<file path="src/rtl/opb_master_initiator.sv">
// opb_master_initiator: single-beat OPB bus master driven by fabric commands.
// One command in flight; handles grant, xferAck/errAck, retry and timeout.
module opb_master_initiator #(
    parameter int C_OPB_AWIDTH = 32,
    parameter int C_OPB_DWIDTH = 32,
    parameter int C_MAX_RETRY  = 8,
    parameter int C_WDOG       = 16
) (
    input  logic                          OPB_Clk,
    input  logic                          OPB_Rst_n,
    output logic                          M_request,
    output logic                          M_busLock,
    output logic                          M_select,
    output logic                          M_RNW,
    output logic [0:C_OPB_DWIDTH/8-1]     M_BE,
    output logic                          M_seqAddr,
    output logic [0:C_OPB_AWIDTH-1]       M_ABus,
    output logic [0:C_OPB_DWIDTH-1]       M_DBus,
    input  logic                          OPB_MGrant,
    input  logic                          OPB_xferAck,
    input  logic                          OPB_errAck,
    input  logic                          OPB_retry,
    input  logic                          OPB_timeout,
    input  logic [0:C_OPB_DWIDTH-1]       OPB_DBus,
    input  logic                          cmd_valid,
    output logic                          cmd_ready,
    input  logic                          cmd_rnw,
    input  logic [0:C_OPB_AWIDTH-1]       cmd_addr,
    input  logic [0:C_OPB_DWIDTH/8-1]     cmd_be,
    input  logic [0:C_OPB_DWIDTH-1]       cmd_wdata,
    output logic                          rsp_valid,
    input  logic                          rsp_ready,
    output logic [0:C_OPB_DWIDTH-1]       rsp_rdata,
    output logic [1:0]                    rsp_status
);
    localparam int BW = C_OPB_DWIDTH / 8;
    localparam int WW = $clog2(C_WDOG + 1);

    localparam logic [1:0] ST_OK    = 2'b00;
    localparam logic [1:0] ST_ERR   = 2'b01;
    localparam logic [1:0] ST_TMO   = 2'b10;
    localparam logic [1:0] ST_RFAIL = 2'b11;

    typedef enum logic [2:0] {
        S_IDLE, S_REQ, S_XFER, S_BACKOFF, S_RESP
    } state_e;

    state_e                  state_q, state_d;
    logic                    rnw_q, rnw_d;
    logic [0:C_OPB_AWIDTH-1] addr_q, addr_d;
    logic [0:BW-1]           be_q, be_d;
    logic [0:C_OPB_DWIDTH-1] wdata_q, wdata_d;
    logic [7:0]              retry_q, retry_d;
    logic [WW-1:0]           wdog_q, wdog_d;
    logic                    request_q, request_d;
    logic                    select_q, select_d;
    logic                    m_rnw_q, m_rnw_d;
    logic [0:BW-1]           m_be_q, m_be_d;
    logic [0:C_OPB_AWIDTH-1] abus_q, abus_d;
    logic [0:C_OPB_DWIDTH-1] dbus_q, dbus_d;
    logic                    cmd_ready_q, cmd_ready_d;
    logic                    rsp_valid_q, rsp_valid_d;
    logic [0:C_OPB_DWIDTH-1] rdata_q, rdata_d;
    logic [1:0]              status_q, status_d;
    logic [8:0]              retry_inc;

    assign retry_inc = {1'b0, retry_q} + 9'd1;

    always_comb begin
        state_d  = state_q;
        rnw_d    = rnw_q;
        addr_d   = addr_q;
        be_d     = be_q;
        wdata_d  = wdata_q;
        retry_d  = retry_q;
        wdog_d   = wdog_q;
        rdata_d  = rdata_q;
        status_d = status_q;
        unique case (state_q)
            S_IDLE: begin
                if (cmd_valid && cmd_ready_q) begin
                    rnw_d   = cmd_rnw;
                    addr_d  = cmd_addr;
                    be_d    = cmd_be;
                    wdata_d = cmd_wdata;
                    retry_d = '0;
                    state_d = S_REQ;
                end
            end
            S_REQ: begin
                if (OPB_MGrant) begin
                    wdog_d  = WW'(1);
                    state_d = S_XFER;
                end
            end
            S_XFER: begin
                wdog_d = wdog_q + WW'(1);
                if (OPB_xferAck) begin
                    status_d = OPB_errAck ? ST_ERR : ST_OK;
                    rdata_d  = (rnw_q && !OPB_errAck) ? OPB_DBus : '0;
                    state_d  = S_RESP;
                end else if (OPB_retry) begin
                    retry_d = retry_inc[7:0];
                    if (retry_inc > 9'(C_MAX_RETRY)) begin
                        status_d = ST_RFAIL;
                        rdata_d  = '0;
                        state_d  = S_RESP;
                    end else begin
                        state_d = S_BACKOFF;
                    end
                end else if (OPB_timeout || wdog_q == WW'(C_WDOG)) begin
                    status_d = ST_TMO;
                    rdata_d  = '0;
                    state_d  = S_RESP;
                end
            end
            S_BACKOFF: state_d = S_REQ;
            S_RESP: begin
                if (rsp_ready) state_d = S_IDLE;
            end
            default: state_d = S_IDLE;
        endcase
        // Outputs are registered copies of what the next state needs
        request_d   = (state_d == S_REQ);
        select_d    = (state_d == S_XFER);
        m_rnw_d     = select_d & rnw_q;
        m_be_d      = select_d ? be_q : '0;
        abus_d      = select_d ? addr_q : '0;
        dbus_d      = (select_d && !rnw_q) ? wdata_q : '0;
        cmd_ready_d = (state_d == S_IDLE);
        rsp_valid_d = (state_d == S_RESP);
        if (state_d != S_RESP) begin
            rdata_d  = '0;
            status_d = ST_OK;
        end
    end

    always_ff @(posedge OPB_Clk or negedge OPB_Rst_n) begin
        if (!OPB_Rst_n) begin
            state_q     <= S_IDLE;
            rnw_q       <= 1'b0;
            addr_q      <= '0;
            be_q        <= '0;
            wdata_q     <= '0;
            retry_q     <= '0;
            wdog_q      <= '0;
            request_q   <= 1'b0;
            select_q    <= 1'b0;
            m_rnw_q     <= 1'b0;
            m_be_q      <= '0;
            abus_q      <= '0;
            dbus_q      <= '0;
            cmd_ready_q <= 1'b0;
            rsp_valid_q <= 1'b0;
            rdata_q     <= '0;
            status_q    <= ST_OK;
        end else begin
            state_q     <= state_d;
            rnw_q       <= rnw_d;
            addr_q      <= addr_d;
            be_q        <= be_d;
            wdata_q     <= wdata_d;
            retry_q     <= retry_d;
            wdog_q      <= wdog_d;
            request_q   <= request_d;
            select_q    <= select_d;
            m_rnw_q     <= m_rnw_d;
            m_be_q      <= m_be_d;
            abus_q      <= abus_d;
            dbus_q      <= dbus_d;
            cmd_ready_q <= cmd_ready_d;
            rsp_valid_q <= rsp_valid_d;
            rdata_q     <= rdata_d;
            status_q    <= status_d;
        end
    end

    assign M_request  = request_q;
    assign M_busLock  = 1'b0;
    assign M_select   = select_q;
    assign M_RNW      = m_rnw_q;
    assign M_BE       = m_be_q;
    assign M_seqAddr  = 1'b0;
    assign M_ABus     = abus_q;
    assign M_DBus     = dbus_q;
    assign cmd_ready  = cmd_ready_q;
    assign rsp_valid  = rsp_valid_q;
    assign rsp_rdata  = rdata_q;
    assign rsp_status = status_q;

endmodule

</file>
<file path="config.mk">
export PLATFORM = sky130hd
export DESIGN_NAME = opb_master_initiator
export DESIGN_NICKNAME = d
export VERILOG_FILES = /design/src/rtl/opb_master_initiator.sv
export SDC_FILE = /design/constraint.sdc
export NUM_CORES = 1
export LEC_CHECK = 0
export BUFFER_PORTS_ARGS = -buffer_cell sky130_fd_sc_hd__buf_2
export CAP_MARGIN = 20
export CELL_PAD_IN_SITES_DETAIL_PLACEMENT = 0
export CELL_PAD_IN_SITES_GLOBAL_PLACEMENT = 2
export CORE_AREA = 2 2 148 150
export DETAILED_ROUTE_END_ITERATION = 10
export DIE_AREA = 0 0 150 152
export PLACE_DENSITY = 0.91
export SKIP_CTS_REPAIR_TIMING = 1
export SLEW_MARGIN = 10
export SYNTH_ARGS = -nofsm -noshare
export SYNTH_HDL_FRONTEND = slang
export SYNTH_SLANG_ARGS = --single-unit
</file>
<file path="constraint.sdc">
create_clock -name OPB_Clk -period 3.1 [get_ports OPB_Clk]
set_input_delay 0.465 -clock OPB_Clk [delete_from_list [all_inputs] [get_ports OPB_Clk]]
set_output_delay 0.465 -clock OPB_Clk [all_outputs]
set_load 0.05 [all_outputs]
</file>
### Word level (Yosys, flattened, before mapping)

Index checks and enable logic that the tools add are counted.

* flip-flop bits (word level): 192
* input port bits: 110
* output and inout port bits: 109
* word-level logic and storage cells: 82

* add/sub/neg operators: 2
* $lt $le $gt $ge: 1
* eq/ne operators: 14
* muxes and demuxes: 31
* bitwise gates (word level): 1
* reductions and logical operators: 16

Operator list (count)
* 2-to-1 mux 32 bit: 9
* 2-to-1 mux 8 bit: 3
* 2-to-1 mux 3 bit: 7
* case mux 8 bit (2 select lines): 1
* case mux 3 bit (5 select lines): 1
* 2-to-1 mux 2 bit: 6
* case mux 5 bit (2 select lines): 1
* adder 8 x 1 -> 9 bit, second input constant: 1
* equality test 3 x 2 -> 1 bit, second input constant: 3
* > comparator 9 x 4 -> 1 bit, second input constant: 1
* inequality test 2 bit, second input constant: 4
* equality test 3 x 1 -> 1 bit, second input constant: 2
* equality test 3 bit, second input constant: 2
* zero test 3 bit: 2
* nonzero test 2 bit: 3
* adder 5 x 1 -> 5 bit, second input constant: 1
* equality test 5 bit, second input constant: 1
* 2-to-1 mux 5 bit: 1
* 2-to-1 mux 4 bit: 1
* inequality test 4 x 2 -> 1 bit, second input constant: 1
* AND reduction 2 bit: 2
* AND reduction 4 bit: 1
* nonzero test 4 bit: 1
* logical AND 1 bit: 3
* other kinds (6): 7

### Logic depth before layout (Yosys ltp)

Gate-level depths: netlist of the first run.

* depth in word-level cells: 9
* gate-level depth with buffers: 8

### Worst setup path before layout of the first run

Ideal clock, no wire load.

* path type: register to register
* start: register retry_q[0]
* end: register status_q[1] (netlist: rsp_status[1])
* library setup time: 0.066 ns
* arrival: 1.773 ns
* data required time: 3.034 ns
* slack: 1.261 ns
* stages on the path, launching flop included: 6
* period minus slack after synthesis: 1.839 ns
* cells stage by stage: dfrtp_1 -> ha_1 -> o21a_1 -> or4_4 -> a21oi_2 -> o221a_2

* longest elaborated chain between the ends: 9

RTL lines
* start, declared: line 53 `logic [7:0] retry_q, retry_d;`
* start signal, assigned: line 163 `retry_q <= retry_d;`
* adder 8 x 1 -> 9 bit (*): line 67 `assign retry_inc = {1'b0, retry_q} + 9'd1;`
* > comparator 9 x 4 -> 1 bit (*): line 104 `if (retry_inc > 9'(C_MAX_RETRY)) begin`
* 2-to-1 mux 3 bit: line 104
* 2-to-1 mux 3 bit: line 102 `end else if (OPB_retry) begin`
* 2-to-1 mux 3 bit: line 98 `if (OPB_xferAck) begin`
* case mux 3 bit (5 select lines): line 79 `unique case (state_q)`
* inequality test 3 bit: line 132 `if (state_d != S_RESP) begin`
* inequality test 4 x 2 -> 1 bit (no source line), or another cell as far along
* AND reduction 3 bit (no source line)
* end signal, assigned: line 174 `status_q <= status_d;`
* end, declared: line 64 `logic [1:0] status_q, status_d;`

Mark *: on every way between the ends. The rest lies on a longest branch, timed or not.
A chain may end at the register's enable or synchronous reset.

### Worst setup path in the final report of the first run

* start: register state_q[1]
* end: register addr_q[18] (netlist name)

* longest elaborated chain between the ends: 2

RTL lines
* start, declared: line 48 `state_e state_q, state_d;`
* start signal, assigned: line 158 `state_q <= state_d;`
* zero test 3 bit: line 79
* AND reduction 2 bit (no source line)
* end signal, assigned: line 160 `addr_q <= addr_d;`
* end, declared: line 50 `logic [0:C_OPB_AWIDTH-1] addr_q, addr_d;`

Every way passes these cells.

==> qor.txt, run 1 <==
CP max-delay cell: or4_2
Area after DPL: 8580 sq um
synth unique cells: 45
Max Fclk: 452 MHz
Max Used Layer: met5
post-route cell area: 9170 sq um
data arrival time of the worst path: 2.52 ns
outcome: complete, no violations
Die Y: 152 um
Reg area: 4800 sq um
metal2 WL: 7360 um
Worst Path Required: 3.41 ns
LEAKAGE: 5.06 nW
cell family with most CP delay: simple AND/OR/NAND/NOR gates
area of the multi-input gates: 2210 sq um
Worst R2R Path Depth: 4
Post-synth top flop: dfrtp_1
die area: 22800 sq um
DRC violations left: 0
synthesized area: 7130 sq um
remaining antenna violation count: 0
worst path cell trace: or4_2, buf_4, nand2_1, nand2_1
worst r2r src: state_q[1]
area added between synthesis and finish: 28.6%
Tcrit/Tclk final: 71.3%
slew of the pin with the lowest slew margin: 0.649 ns
Pwr per Cell Area: 840 nW/um^2
via total after detailed routing: 5112
wl on met1: 7920 um
CTS buffer count: 17
# H-tree levels: 4
Routed WL per cell: 14.6 um
mux cell area share after synthesis: 0.298%
RSZ-0062 raised after global routing: no
DRT iter0 DRCs: 218
HPWL after DPL: 11400 um
synthesized flop and latch total: 192
CP Max Fanout: 29
Synth warnings: 0
largest family of logic cells by synthesized area: simple AND/OR/NAND/NOR gates
worst setup slack after layout: 0.890 ns
WL met3: 1350 um
WP buf/inv: 1
I/O pins: 219
Syn Area/Cell: 11.1 sq um
setup_tns: 0 ns
GPL Wtd Cong: 0.795
kind of end point of the critical path: flop
Max-cap violations: 0
Site Rows: 54
GR Util All Layers: 15.2%
Slew HR: 56.4%
Post-Synth Adder-Cell Area: 0.526%
minimum clock period after layout: 2.21 ns
layout cells sized above 1: 31.7%
R2R setup slack: 0.89 ns
routed wire length: 16800 um
top-count cell post-synth: nand2_1
Synth Area in Simple Gates: 22.3%
GR Overflow Total: 0
filler cell count: 2077
Synth top area share: 67.3%
initial antenna violation count: 2
clock latency on the worst-skew pair: 0.43 ns
Final Max Slew Viols: 0
vias in the first global route: 5129
vias per inst: 4.44
pre-CTS WS: 0.864 ns
crit start category: flop
final setup violation count: 0
leading area contributor after synthesis: dfrtp_1
largest net degree at the start of global routing: 77
compound-gate portion of the synthesized area: 6.73%
Worst Clk Skew: 0.0159 ns
Final Hold Fails: 0
hold crit path type: input port to async pin
Crit Path Class: flop to flop
Post-synth EDFFs: 0
CTS Sinks: 192
Synth area leaders: dfrtp_1, nand2_1, a22o_1
first-pass GRT wire length: 27200 um
drt pass-1 iters: 4
Clock transition at path regs: 0.07 ns
Core Area: 21400 sq um
Post-synth top cells: nand2_1, dfrtp_1, nor2b_1
r2r endpoint: addr_q[18]
VDD IR max: 379 uV
Post-Synthesis Cells: 643
CTS tree: yes
Starting Density: 33.4%
Nets: 971
CP peak stage delay: 1.00 ns
Synth async-reset ratio: 100%
clk root buf: clkbuf_16
XOR/XNOR share of the synthesized area: 0.368%
port bufs: 216
Die Wd: 150 um
crit-path most repeated cell: nand2_1
Seq/Total Area, Yosys: 67.3%
deepest clock path buffer count: 2
[registers in the layout, summed over array words and instances, names as in the netlist]
| name | flops |
|---|---|
| M_RNW | 1 |
| be_q | 4 |
| M_BE | 4 |
| cmd_ready | 1 |
| retry_q | 8 |
| wdog_q | 5 |
| rsp_rdata | 32 |
| addr_q | 32 |
| state_q | 3 |
| wdata_q | 32 |
| M_DBus | 32 |
| rsp_valid | 1 |
| rnw_q | 1 |
| rsp_status | 2 |
| M_ABus | 32 |
| M_select | 1 |
| M_request | 1 |
[worst max-delay path by stage]
stage,endpoint,slack (ns),startpoint,depth (start not counted)
after detailed placement,addr_q[13],0.86,cmd_valid,6
after global routing,retry_q[5],0.73,state_q[1],5
final,addr_q[18],0.89,state_q[1],4
after floorplan,rsp_status[1],1.26,retry_q[0],5
after global placement,addr_q[19],0.87,cmd_valid,6
after CTS,addr_q[18],0.87,state_q[1],4
[layout make-up]
type / instances / area share (%)
repair buffers: 228 / 13.0
diodes: 1 / 0.0273
clock buffers: 18 / 4.79
inverters: 7 / 0.286
clock inverters: 13 / 1.64
multi-input cells: 412 / 24.1
flip-flops and latches: 192 / 52.4
well taps: 280 / 3.82
[routing by layer]
layer / vias to the layer above / track usage, %
met4: 2 / 4.00
met3: 20 / 5.11
met5: - / 0
met2: 167 / 22.9
met1: 2421 / 21.2
li1: 2502 / -
[placed cells by master, fill, tap and decap left out, drive strengths merged, types with 2 or more instances in the layout]
| master | netlist | layout |
|---|---|---|
| and2 | 35 | 35 |
| nor4 | 3 | 3 |
| o31ai | 4 | 4 |
| ha | 3 | 3 |
| nor4b | 2 | 2 |
| nor3 | 3 | 3 |
| a22o | 33 | 33 |
| or4 | 2 | 2 |
| buf | 10 | 227 |
| dfrtp | 192 | 192 |
| clkinvlp | 0 | 3 |
| a21oi | 4 | 4 |
| nor2 | 7 | 7 |
| and3 | 3 | 3 |
| nand2b | 4 | 4 |
| o21ai | 15 | 15 |
| nand3 | 10 | 10 |
| bufinv | 0 | 2 |
| nand2 | 223 | 223 |
| nor2b | 38 | 38 |
| inv | 7 | 13 |
| nand4 | 2 | 2 |
| conb | 1 | 2 |
| clkbuf | 23 | 19 |
| clkinv | 0 | 2 |
| nor3b | 2 | 2 |
| xor2 | 3 | 3 |
| or2 | 2 | 2 |
[cell families (layout without fill, tap and decap cells)]
logic type	Yosys count	after routing
simple gates	339	339
flops	192	192
compound gates	63	63
buf+inv	40	266
fa+ha+maj	3	3
xor+xnor	3	3
mux	2	2
other cells	1	3
[through the flow]
| stage | utilization (%) | instances | power (W) | hold WS, ns |
|---|---|---|---|---|
| CTS | 43.0 | 1150 | 0.00782 | 0.0740 |
| detailed placement | 40.2 | 1119 | 0.00558 | 0.454 |
| floorplan | - | 644 | 0.00492 | 0.169 |
| global route | 43.0 | 1150 | 0.00824 | 0.0948 |
| finish | 43.0 | 1151 | 0.00770 | 0.0577 |
| global placement | 40.2 | 1119 | 0.00554 | 0.449 |
[power by group]
part | internal [W] | switching [W]
sequential | 0.00312 | 0.000322
clock | 0.00123 | 0.000985
combinational | 0.000631 | 0.00142
Note: power is estimated with default switching activity, not from simulation.
==> inputs of run 2 (changes only) <==
Settings changed: ABC_AREA set to 1, CORE_AREA 2 2 148 150 to 2 2 156 158, DIE_AREA 0 0 150 152 to 0 0 158 160, PLACE_DENSITY 0.91 to 0.86.
Clock period 3.1 ns to 2.13 ns, I/O delays scaled along.
==> qor.txt, run 2 <==
Synth Area in Simple Gates: 16.4%
vias in the first global route: 5463
Post-synth top flop: dfrtp_1
largest net degree at the start of global routing: 94
Routed WL per cell: 13.7 um
GR Overflow Total: 0
die area: 25300 sq um
outcome: complete, no violations
Post-Synth Adder-Cell Area: 0.519%
Die Wd: 158 um
data arrival time of the worst path: 2.29 ns
Psw: 0.00428 W
Core Area: 23800 sq um
CP Max Fanout: 11
Max-cap violations: 0
I/O pins: 219
setup_tns: 0 ns
HPWL after DPL: 12200 um
CTS tree: yes
Site Rows: 57
synth unique cells: 29
filler cell count: 2486
DRC violations left: 0
remaining antenna violation count: 0
Synth area leaders: dfrtp_1, o21ai_0, nand2_1
most frequent cells in the layout: buf_2, dfrtp_1, nand2_1, o21ai_0, inv_1
compound-gate portion of the synthesized area: 8.52%
clk root buf: clkbuf_16
Max Fclk: 516 MHz
GR Util All Layers: 14.4%
Syn Area/Cell: 9.78 sq um
minimum clock period after layout: 1.94 ns
Synth warnings: 0
initial antenna violation count: 2
Post-synth EDFFs: 0
Synth async-reset ratio: 100%
XOR/XNOR share of the synthesized area: 0.485%
kind of end point of the critical path: flop
hold crit path type: input port to flop
RSZ-0062 raised after global routing: yes
Finished Core Util: 39.3%
CTS Sinks: 192
port bufs: 216
GPL Wtd Cong: 0.747
top-count cell post-synth: dfrtp_1
DRT iter0 DRCs: 354
leading area contributor after synthesis: dfrtp_1
Sw Ratio: 37.3%
Seq/Total Area, Yosys: 66.5%
VDD IR max: 480 uV
Post-synth top cells: dfrtp_1, nand2_1, o21ai_0
Pwr per Cell Area: 1230 nW/um^2
mux cell area share after synthesis: 0%
layout cells sized above 1: 29.6%
LEAKAGE: 4.94 nW
Final Power: 0.0115 W
commonest non-fill, non-tap cell in the layout: buf_2
Worst Clk Skew: 0.00731 ns
part of the power in registers: 43.0%
synthesized area: 7230 sq um
routed wire length: 17600 um
Crit Path Class: flop to flop
clock latency on the worst-skew pair: 0.42 ns
area added between synthesis and finish: 29.6%
Worst Path Required: 2.48 ns
largest family of logic cells by synthesized area: simple AND/OR/NAND/NOR gates
final setup violation count: 0
Final Max Slew Viols: 0
Post-Synthesis Cells: 739
first-pass GRT wire length: 28400 um
Pint: 0.00719 W
crit start category: flop
vias per inst: 4.23
Synth top area share: 66.5%
Clock transition at path regs: 0.07 ns
combinational power share: 30.3%
CTS buffer count: 17
synthesized flop and latch total: 192
drt pass-1 iters: 4
Die Y: 160 um
Clock power frac: 26.7%
deepest clock path buffer count: 2
Final Hold Fails: 0
Tcrit/Tclk final: 91.0%
Starting Density: 30.3%
# H-tree levels: 4
Nets: 1068
via total after detailed routing: 5462
## run 2: changes by cell type in the layout (fill, tap and decap cells not counted), moves of 10 or more
cell	previous run	this run
o21ai_0	15	109
nor2_1	6	78
and2_1	35	0
nand3_1	9	40
inv_1	7	94
a22o_1	33	0
nor2b_1	38	0
nor2_2	1	11
nand2_1	223	141
## run 2: power by group through the flow
stage                     combinational, W  clock [W]  sequential [W]
final                              0.00348    0.00306         0.00493
after global routing               0.00392    0.00331         0.00504
after CTS                          0.00351    0.00318         0.00495
after detailed placement           0.00349          0         0.00501
after global placement             0.00346          0         0.00499
after floorplan                    0.00160          0         0.00581
## run 2: routing by layer
layer	GRT usage, %	wire length [um]	vias up
met5	0	13	-
met4	3.56	150	2
met3	6.02	1490	16
met2	22.2	8130	142
met1	18.7	7870	2578
li1	-	-	2724
## run 2: final cells by class
type,instances,area (sq um),area share [%]
Timing Repair Buffer,233,1310,14.0
Tap cell,324,405,4.33
Clock inverter,10,103,1.10
Clock buffer,21,450,4.81
Antenna cell,1,2.50,0.0267
Sequential cell,192,4810,51.3
Inverter,99,377,4.02
Multi-Input combinational cell,412,1910,20.4
## run 2: kinds of logic (layout without fill, tap and decap cells)
group / after synthesis / after routing
compound gates: 120 / 120
simple gates: 283 / 283
xor+xnor: 4 / 4
buf+inv: 136 / 363
other cells: 1 / 3
fa+ha+maj: 3 / 3
flops: 192 / 192
## run 2: worst paths after layout
check	end	slack, ns	start	cells after the start
hold reg to reg	rsp_rdata[5]	0.48	rsp_rdata[5]	2
max in group asynchronous	rsp_rdata[2]	0.99	OPB_Rst_n	3
setup / recovery	M_DBus[7]	0.19	retry_q[1]	14
hold / removal	be_q[0]	0.1	cmd_be[0]	3
setup reg to reg	M_DBus[7]	0.19	retry_q[1]	14
min in group asynchronous	rsp_valid	0.43	OPB_Rst_n	2
## run 2: stage by stage
stage	hold WS, ns	area [sq um]	cells	worst slack, ns
after global placement	0.332	8750	1258	0.167
after global routing	0.0812	9360	1291	-0.0104
after detailed placement	0.325	8750	1258	0.0583
after CTS	-0.143	9310	1289	0.0430
final	0.0978	9370	1292	0.192
after floorplan	0.0239	7230	740	0.298
## run 2: worst max-delay path: stages (launching register included)
cell and delay [ns]:
dfrtp_1 0.37, ha_2 0.20, nand2_1 0.08, inv_1 0.08
nand2_1 0.05, nand2_1 0.08, nand2_1 0.05, nor2_1 0.12
nand3_1 0.12, nand2_2 0.11, nand2_1 0.09, nand2_2 0.10
nand3_2 0.11, buf_4 0.20, nor2_1 0.11
==> inputs of run 3 (changes only) <==
Settings changed: BUFFER_PORTS_ARGS -buffer_cell sky130_fd_sc_hd__buf_2 to -buffer_cell sky130_fd_sc_hd__buf_4.
==> qor.txt, run 3 (synthesis results as in run 2) <==
commonest non-fill, non-tap cell in the layout: buf_4
minimum clock period after layout: 2.05 ns
Pwr per Cell Area: 1180 nW/um^2
Area after DPL: 9310 sq um
vias in the first global route: 5519
data arrival time of the worst path: 2.41 ns
outcome: complete, no violations
Final Power: 0.0120 W
Max-cap violations: 0
Final Max Slew Viols: 0
n_diodes: 0
Die Y: 160 um
largest net degree at the start of global routing: 94
CTS buffer count: 17
part of the power in registers: 41.3%
crit start category: flop
Layout Cells excl Fill: 1301
most frequent cells in the layout: buf_4, dfrtp_1, nand2_1, o21ai_0, inv_1
final setup violation count: 0
Crit Path Class: flop to flop
Max Fclk: 487 MHz
placed insts: 1260
deepest clock path buffer count: 2
filler cell count: 2432
GPL Wtd Cong: 0.781
initial antenna violation count: 0
Site Rows: 57
Nets: 1077
post-route cell area: 10100 sq um
Starting Density: 30.3%
worst hold slack: 0.0879 ns
vias per inst: 4.25
kind of end point of the critical path: flop
Worst Clk Skew: 0.0137 ns
CP Max Fanout: 5
Clock transition at path regs: 0.07 ns
Final Hold Fails: 0
DRC violations left: 0
# H-tree levels: 4
Core Area: 23800 sq um
CTS Sinks: 192
layout cells sized above 1: 31.8%
drt pass-1 iters: 4
Sw Ratio: 37.2%
area added between synthesis and finish: 40.2%
die area: 25300 sq um
VDD IR max: 494 uV
CTS tree: yes
LEAKAGE: 5.16 nW
clock latency on the worst-skew pair: 0.43 ns
Worst Path Required: 2.49 ns
I/O pins: 219
port bufs: 216
DRT iter0 DRCs: 375
clk root buf: clkbuf_16
RSZ-0062 raised after global routing: yes
HPWL after DPL: 12400 um
routed wire length: 18400 um
via total after detailed routing: 5530
Tcrit/Tclk final: 96.4%
first-pass GRT wire length: 28600 um
GR Overflow Total: 0
GR Util All Layers: 14.3%
Routed WL per cell: 14.1 um
Clock power frac: 26.4%
Pint: 0.00754 W
Die Wd: 158 um
setup_tns: 0 ns
Psw: 0.00446 W
hold crit path type: input port to flop
combinational power share: 32.3%
remaining antenna violation count: 0
## run 3: stage by stage
stage	util, %	setup slack (ns)
floorplan	-	0.298
global placement	39.1	0.140
detailed placement	39.1	0.0488
CTS	41.5	0.0176
global route	42.5	-0.0537
finish	42.5	0.0764
## run 3: cell type report
cell class / instances / area [sq um] / area share [%]
flip-flops and latches: 192 / 4810 / 47.4
multi-input cells: 412 / 1990 / 19.6
repair buffers: 242 / 1980 / 19.5
clock buffers: 18 / 439 / 4.33
well taps: 324 / 405 / 4.00
inverters: 99 / 377 / 3.72
clock inverters: 14 / 141 / 1.40
## run 3: worst paths after layout
kind                                end  depth (start not counted)    startpoint  slack [ns]
max                          M_DBus[27]                         11    retry_q[0]        0.08
min                          addr_q[30]                          3  cmd_addr[30]        0.09
max reg2reg                  M_DBus[27]                         11    retry_q[0]        0.08
min reg2reg                   M_ABus[5]                          2     addr_q[5]        0.48
max in group asynchronous  rsp_rdata[9]                          3     OPB_Rst_n        1.00
min in group asynchronous     wdog_q[1]                          2     OPB_Rst_n        0.41
## run 3: critical path, cell delays in order, from the launching register on
cell       delay [ns]
dfrtp_1          0.41
buf_6            0.13
nand3_1          0.12
nor2_2           0.18
xor2_2           0.20
nand3_1          0.13
nand2_2          0.13
nand2_2          0.09
nand2_4          0.10
nand3_4          0.18
clkbuf_16        0.23
nor2_1           0.09
## run 3: power by group through the flow
stage	combinational [W]	clock, W	sequential (W)
after global placement	0.00368	0	0.00500
after floorplan	0.00160	0	0.00581
after CTS	0.00372	0.00328	0.00496
final	0.00387	0.00317	0.00495
after global routing	0.00432	0.00342	0.00506
after detailed placement	0.00370	0	0.00502
## run 3: routing by layer
layer	part of all wire, %	up-vias	track usage, %
met3	8.9	17	5.37
met1	44	2616	18.9
met2	46	156	22.0
li1	-	2741	-
met5	0	-	0
met4	1.3	0	4.26
